File: config.mk
export PLATFORM = sky130hd
export DESIGN_NAME = spi_flash_xip
export DESIGN_NICKNAME = d
export VERILOG_FILES = /design/src/rtl/spi_flash_xip.sv
export SDC_FILE = /design/constraint.sdc
export NUM_CORES = 1
export LEC_CHECK = 0
export CAP_MARGIN = 20
export CORE_ASPECT_RATIO = 2
export CORE_MARGIN = 2
export CORE_UTILIZATION = 40
export DETAILED_ROUTE_END_ITERATION = 6
export PLACE_DENSITY_LB_ADDON = 0.12
export SYNTH_ARGS = -nofsm -noshare
export SYNTH_HDL_FRONTEND = slang
export SYNTH_SLANG_ARGS = --single-unit
File: constraint.sdc
create_clock -name clk -period 1.92 [get_ports clk]
set_input_delay 0.192 -clock clk [delete_from_list [all_inputs] [get_ports clk]]
set_output_delay 0.192 -clock clk [all_outputs]
set_load 0.01 [all_outputs]
File: src/rtl/spi_flash_xip.sv
// rtl/spi_flash_xip.sv - read-only SPI NOR execute-in-place bridge (word reads, writes acknowledged and dropped)
// Define SPI_FLASH_XIP_CONT_READ_EN to keep csb low between sequential reads and stream the next word.
module spi_flash_xip #(
    parameter int unsigned CLK_HALF = 1,
    parameter logic [7:0]  READ_CMD = 8'h03
) (
    input  logic        clk,
    input  logic        reset,
    input  logic        valid,
    input  logic [23:0] addr,
    input  logic [3:0]  wstrb,
    output logic [31:0] rdata,
    output logic        ready,
    output logic        flash_csb,
    output logic        flash_clk,
    output logic        flash_mosi,
    input  logic        flash_miso
);

    typedef enum logic [2:0] {IDLE, CMD, ADDR, DATA, DONE} state_t;

    state_t      state_q, state_d;
    logic [7:0]  div_q, div_d;
    logic        sck_q, sck_d;
    logic        csb_q, csb_d;
    logic [4:0]  bit_q, bit_d;
    logic [31:0] tx_q, tx_d;
    logic [31:0] rx_q, rx_d;
    logic [31:0] rdata_q, rdata_d;
    logic        half_end;
    logic        unused_addr_lsbs;
`ifdef SPI_FLASH_XIP_CONT_READ_EN
    logic        cont_q, cont_d;
    logic [21:0] last_q, last_d;
    logic [8:0]  gap_q, gap_d;
`endif

    assign half_end         = (div_q == 8'(CLK_HALF - 1));
    assign unused_addr_lsbs = ^addr[1:0];

    always_ff @(posedge clk) begin
        if (reset) begin
            state_q <= IDLE;
            div_q   <= '0;
            sck_q   <= 1'b0;
            csb_q   <= 1'b1;
            bit_q   <= '0;
            tx_q    <= '0;
            rx_q    <= '0;
            rdata_q <= '0;
`ifdef SPI_FLASH_XIP_CONT_READ_EN
            cont_q  <= 1'b0;
            last_q  <= '0;
            gap_q   <= 9'(2 * CLK_HALF - 1);
`endif
        end else begin
            state_q <= state_d;
            div_q   <= div_d;
            sck_q   <= sck_d;
            csb_q   <= csb_d;
            bit_q   <= bit_d;
            tx_q    <= tx_d;
            rx_q    <= rx_d;
            rdata_q <= rdata_d;
`ifdef SPI_FLASH_XIP_CONT_READ_EN
            cont_q  <= cont_d;
            last_q  <= last_d;
            gap_q   <= gap_d;
`endif
        end
    end

    always_comb begin
        state_d = state_q;
        div_d   = div_q;
        sck_d   = sck_q;
        csb_d   = csb_q;
        bit_d   = bit_q;
        tx_d    = tx_q;
        rx_d    = rx_q;
        rdata_d = rdata_q;
`ifdef SPI_FLASH_XIP_CONT_READ_EN
        cont_d  = cont_q;
        last_d  = last_q;
        gap_d   = (gap_q != '0) ? gap_q - 9'd1 : gap_q;
`endif
        case (state_q)
            IDLE: begin
                div_d = '0;
                sck_d = 1'b0;
`ifdef SPI_FLASH_XIP_CONT_READ_EN
                // gap_q enforces the minimum csb-high time before a new command sequence
                if (valid && gap_q == '0) begin
                    if (wstrb != 4'b0000) begin
                        rdata_d = '0;
                        state_d = DONE;
                        if (cont_q) begin
                            csb_d  = 1'b1;
                            cont_d = 1'b0;
                            gap_d  = 9'(2 * CLK_HALF - 1);
                        end
                    end else if (cont_q && addr[23:2] == last_q + 22'd1) begin
                        state_d = DATA;
                        bit_d   = 5'd31;
                        last_d  = addr[23:2];
                    end else if (cont_q) begin
                        csb_d  = 1'b1;
                        cont_d = 1'b0;
                        gap_d  = 9'(2 * CLK_HALF - 1);
                    end else begin
                        state_d = CMD;
                        csb_d   = 1'b0;
                        bit_d   = 5'd7;
                        tx_d    = {READ_CMD, addr[23:2], 2'b00};
                        last_d  = addr[23:2];
                    end
                end
`else
                if (valid) begin
                    if (wstrb != 4'b0000) begin
                        rdata_d = '0;
                        state_d = DONE;
                    end else begin
                        state_d = CMD;
                        csb_d   = 1'b0;
                        bit_d   = 5'd7;
                        tx_d    = {READ_CMD, addr[23:2], 2'b00};
                    end
                end
`endif
            end
            CMD, ADDR, DATA: begin
                if (!half_end) begin
                    div_d = div_q + 8'd1;
                end else begin
                    div_d = '0;
                    sck_d = ~sck_q;
                    if (!sck_q) begin
                        if (state_q == DATA) rx_d = {rx_q[30:0], flash_miso};
                    end else begin
                        // falling SCK: bit finished, present the next MOSI bit
                        tx_d  = {tx_q[30:0], 1'b0};
                        bit_d = bit_q - 5'd1;
                        if (bit_q == '0) begin
                            if (state_q == CMD) begin
                                state_d = ADDR;
                                bit_d   = 5'd23;
                            end else if (state_q == ADDR) begin
                                state_d = DATA;
                                bit_d   = 5'd31;
                            end else begin
                                state_d = DONE;
                                rdata_d = {rx_q[7:0], rx_q[15:8], rx_q[23:16], rx_q[31:24]};
`ifdef SPI_FLASH_XIP_CONT_READ_EN
                                cont_d  = 1'b1;
`else
                                csb_d   = 1'b1;
`endif
                            end
                        end
                    end
                end
            end
            DONE: begin
                state_d = IDLE;
            end
            default: begin
                state_d = IDLE;
            end
        endcase
    end

    assign flash_csb  = csb_q;
    assign flash_clk  = sck_q;
    assign flash_mosi = (state_q == CMD || state_q == ADDR) ? tx_q[31] : 1'b0;
    assign ready      = (state_q == DONE);
    assign rdata      = rdata_q;

endmodule

==> parameters.txt <==
Parameter                              Value

Power and ir drop
  Clock network power share ... 29.2%
  PwrDens ... 944.4 mW/mm^2
  Maximum ir drop on the vdd rail ... around 540 uV
  Combinational cell fraction of total power ... roughly 34%
  Internal power ... between 4 and 5 mW
  Share of power burned in registers ... 37.3%
  Switching Fraction ... 32.02%
  Leakage dissipation ... between 2 and 2.5 nW
  Net switching component of the power ... between 2 and 2.5 mW

Synthesis
  Count leader, synth ... sky130_fd_sc_hd__nand2_1
  Biggest area consumer among synthesized cells ... sky130_fd_sc_hd__dfxtp_1
  EDFF count, synth ... 0
  Async set-or-reset flop fraction in the synthesized netlist ... 0%
  Number of instances in the synthesized netlist ... about 570
  Mean instance size in the synthesized netlist ... approximately 9 sq um
  Sequential area share after synthesis ... a little over two fifths
  Most frequent cells after synthesis ... 113 x sky130_fd_sc_hd__nand2_1, 112 x sky130_fd_sc_hd__dfxtp_1, 50 x sky130_fd_sc_hd__a21oi_1, 35 x sky130_fd_sc_hd__clkbuf_1
  Synth warn ... 0
  Register bit count reported by yosys ... 112
  Proportion of netlist area held by the largest area contributor ... a little over two fifths
  Largest cells by area after synthesis ... sky130_fd_sc_hd__dfxtp_1 44%, sky130_fd_sc_hd__nand2_1 8.3%, sky130_fd_sc_hd__mux2i_1 6.4%
  Synthesized cell area ... 0.005134 sq mm
  Synthesized Nets ... between 600 and 700
  Post-synth cell types ... 48
  Main synth FF type ... sky130_fd_sc_hd__dfxtp_1

Clock tree
  Number of levels the H-tree was split into ... 3
  Clock latency on the worst-skew pair ... approximately 0.35 ns
  Cts-stage hold buffer count ... 0
  Number of sinks handled by clock tree synthesis ... between 100 and 150
  Clock buffers created by TritonCTS ... 9
  Buffers from clock root to sink, at most ... 2
  Root buffer cell ... sky130_fd_sc_hd__clkbuf_16
  CTS tree ... yes
  Clock Pin Slew Worst Setup and Hold Paths ... 0.08 ns

Placed design
  Cell area after placement ... 0.006208 sq mm
  Number of buffer cells added on primary ports ... 65
  Post-placement setup slack ... -0.2400 ns
  Half-perimeter wire length after detailed placement ... between 8000 and 9000 microns
  Weighted congestion reported at the end of routability-driven placement ... 0.8759
  Inst Count DP ... around 800

Cells and area
  Post-route standard cell area excluding fillers ... ~0.007 sq mm
  Net count, final ... ~700
  Antenna cell count ... 0
  Non-Filler Instances ... 826
  Layout overhead on the synthesized area ... 37.73%
  Fraction of final layout cells with drive strength greater than 1 ... 23.37%

STA
  Slew at the pin closest to its max-slew limit ... 0.3969 ns
  Tmin final ... ~2.0 ns
  Maximum clock frequency ... roughly 490 MHz
  Final worst-path setup slack ... -0.1284 ns
  Final Slew Violations ... 0
  Final setup TNS ... -5.114 ns
  Final setup viols ... between 80 and 90
  Fraction of the cycle the final worst path needs ... 106.7%
  RSZ-0062 raised after global routing ... true
  Worst-case headroom to the max-slew limit ... 73.54%
  Final Hold Violating Endpoints ... 0
  Fin Clk Skew ... just over 0.009 ns

Setup path
  Capturing element type of the critical path ... flop
  Critical path required time ... 2.19 ns
  Arrival @ worst endpoint ... roughly 2.3 ns
  Worst reg-to-reg setup slack ... -0.13 ns
  Worst Reg-to-Reg Cells ... 9
  Launching element type of the critical path ... flop
  R2R Path Start ... div_q[0]
  Setup Crit Path Kind ... reg -> reg
  Critical Path Fanout Max ... 8
  Destination of the worst register-to-register timing path ... bit_q[3]

Drt
  Total Wirelength ... between 10000 and 15000 microns
  Overall via count from detail_route ... ~4500
  Final routed wire length divided by cell count ... roughly 17 microns
  Number of design-rule violations left by the first detailed-router iteration ... 200
  DRT antenna net count ... 0
  Residual DRC ... 0
  Number of optimization iterations in the first detailed-route pass ... 6
  Vias per cell ... about 5.5

GRT
  Vias in the first global route ... 4400
  Overall fraction of global-route tracks in use ... between 10% and 20%
  Antenna violations before repair ... 0
  Remaining Overflow, GRT ... 0
  Global-route wire length before repair ... about 22000 microns
  Maximum number of pins on one net before global-route repair ... 50

Flow run
  Reported max-cap violation count ... 0

Die
  Area enclosed by the die boundary ... approximately 0.014 sq mm
  Number of standard-cell rows in the floorplan ... between 50 and 60
  Core region area ... between 0.01 and 0.015 sq mm
  Die Y ... between 150 and 200 microns
  I/O Pins ... 68
  X dimension of the die ... about 84 microns
  Effective utilization at floorplan ... 40.89%

Min path
  Worst Hold Endpoint ... rx_q[17]
  Worst hold path startpoint ... reset
  Number of cells on the worst hold path ... 2
  Class of the most critical hold timing path ... in -> reg

Run status
  Status ... finished with violations
  Violated checks ... negative setup slack
state kept, by name, summed over array words and instances (netlist names):
| name | count |
|---|---|
| bit_q | 5 |
| div_q | 8 |
| flash_clk | 1 |
| flash_csb | 1 |
| rdata | 32 |
| rx_q | 32 |
| state_q | 3 |
| tx_q | 30 |
logic make-up after synthesis:
family,synth area share (%)
XOR/XNOR,0.1706
buffers and inverters,5.776
AND/OR/NAND/NOR,26.57
multiplexers,6.434
adder cells (fa/ha/maj),0.7313
AO/OA/AOI/OAI,16.65
flip-flops,43.68
critical path: stages (launching register included):
cell,delay (ns)
sky130_fd_sc_hd__dfxtp_2,0.33
sky130_fd_sc_hd__inv_2,0.07
sky130_fd_sc_hd__ha_4,0.13
sky130_fd_sc_hd__or4b_4,0.50
sky130_fd_sc_hd__nor4_4,0.27
sky130_fd_sc_hd__buf_6,0.19
sky130_fd_sc_hd__buf_12,0.11
sky130_fd_sc_hd__buf_16,0.13
sky130_fd_sc_hd__nor3_2,0.05
sky130_fd_sc_hd__a211oi_2,0.20
cells in the final DEF (no fill, tap or decap), types with 10 or more instances in the layout:
master                            count
sky130_fd_sc_hd__nand3b_1            33
sky130_fd_sc_hd__clkbuf_16           13
sky130_fd_sc_hd__nor3_1              25
sky130_fd_sc_hd__nand2b_1            33
sky130_fd_sc_hd__dfxtp_1            109
sky130_fd_sc_hd__buf_4               52
sky130_fd_sc_hd__a21oi_1             34
sky130_fd_sc_hd__a21oi_2             16
sky130_fd_sc_hd__clkdlybuf4s50_1     63
sky130_fd_sc_hd__mux2i_1             32
sky130_fd_sc_hd__buf_12              10
sky130_fd_sc_hd__nand2_1            113
sky130_fd_sc_hd__a311oi_2            20
sky130_fd_sc_hd__nand3_1             12
layer usage:
| layer | GRT usage, % | wire length (microns) |
|---|---|---|
| met2 | 38.20 | 7975 |
| met1 | 20.25 | 5161 |
| met3 | 2.312 | 323 |
| met5 | 0 | 0 |
| met4 | 7.185 | 344 |
through the flow:
step / hold WS, ns / utilization [%] / power [mW]
after global placement: 0.4434 / 49.45 / 4.246
after floorplan: 0.3325 / - / 3.683
after detailed placement: 0.4601 / 49.45 / 4.265
final: 0.2605 / 56.32 / 6.678
after global routing: 0.2658 / 56.32 / 6.974
after CTS: 0.2496 / 54.39 / 6.649
worst max-delay path by stage:
stage | start | to | slack [ns] | cells after the start
floorplan | div_q[0] | tx_q[14] | 0.0004 | 7
global placement | wstrb[1] | bit_q[1] | -0.19 | 7
detailed placement | valid | rdata[3] | -0.24 | 6
CTS | div_q[0] | tx_q[20] | -0.1 | 8
global route | div_q[0] | tx_q[16] | -0.20 | 9
finish | div_q[0] | bit_q[3] | -0.13 | 9
power groups by stage:
stage | logic [mW] | registers (mW) | clock network (mW)
after global routing | 2.39 | 2.50 | 2.08
final | 2.24 | 2.49 | 1.95
after global placement | 1.71 | 2.54 | 0
after floorplan | 1.16 | 2.53 | 0
after CTS | 2.16 | 2.49 | 2.00
after detailed placement | 1.72 | 2.54 | 0
final cells by class:
cell class | count | area [sq um]
inverter | 8 | 30.03
sequential | 112 | 2246
fill | 1152 | 5484
tap | 150 | 187.7
clock inverter | 7 | 85.08
multi-input combinational | 400 | 2778
clock buffer | 9 | 225.2
timing repair buffer | 140 | 1519
timing repair:
action / in CTS / in global routing
gates resized for setup: 15 / 33
pin swaps: 16 / 36
cloned: 6 / 5
setup buffers: 12 / 5
endpoints found under the setup margin: 96 / 100
Note: power is estimated with default switching activity, not from simulation.
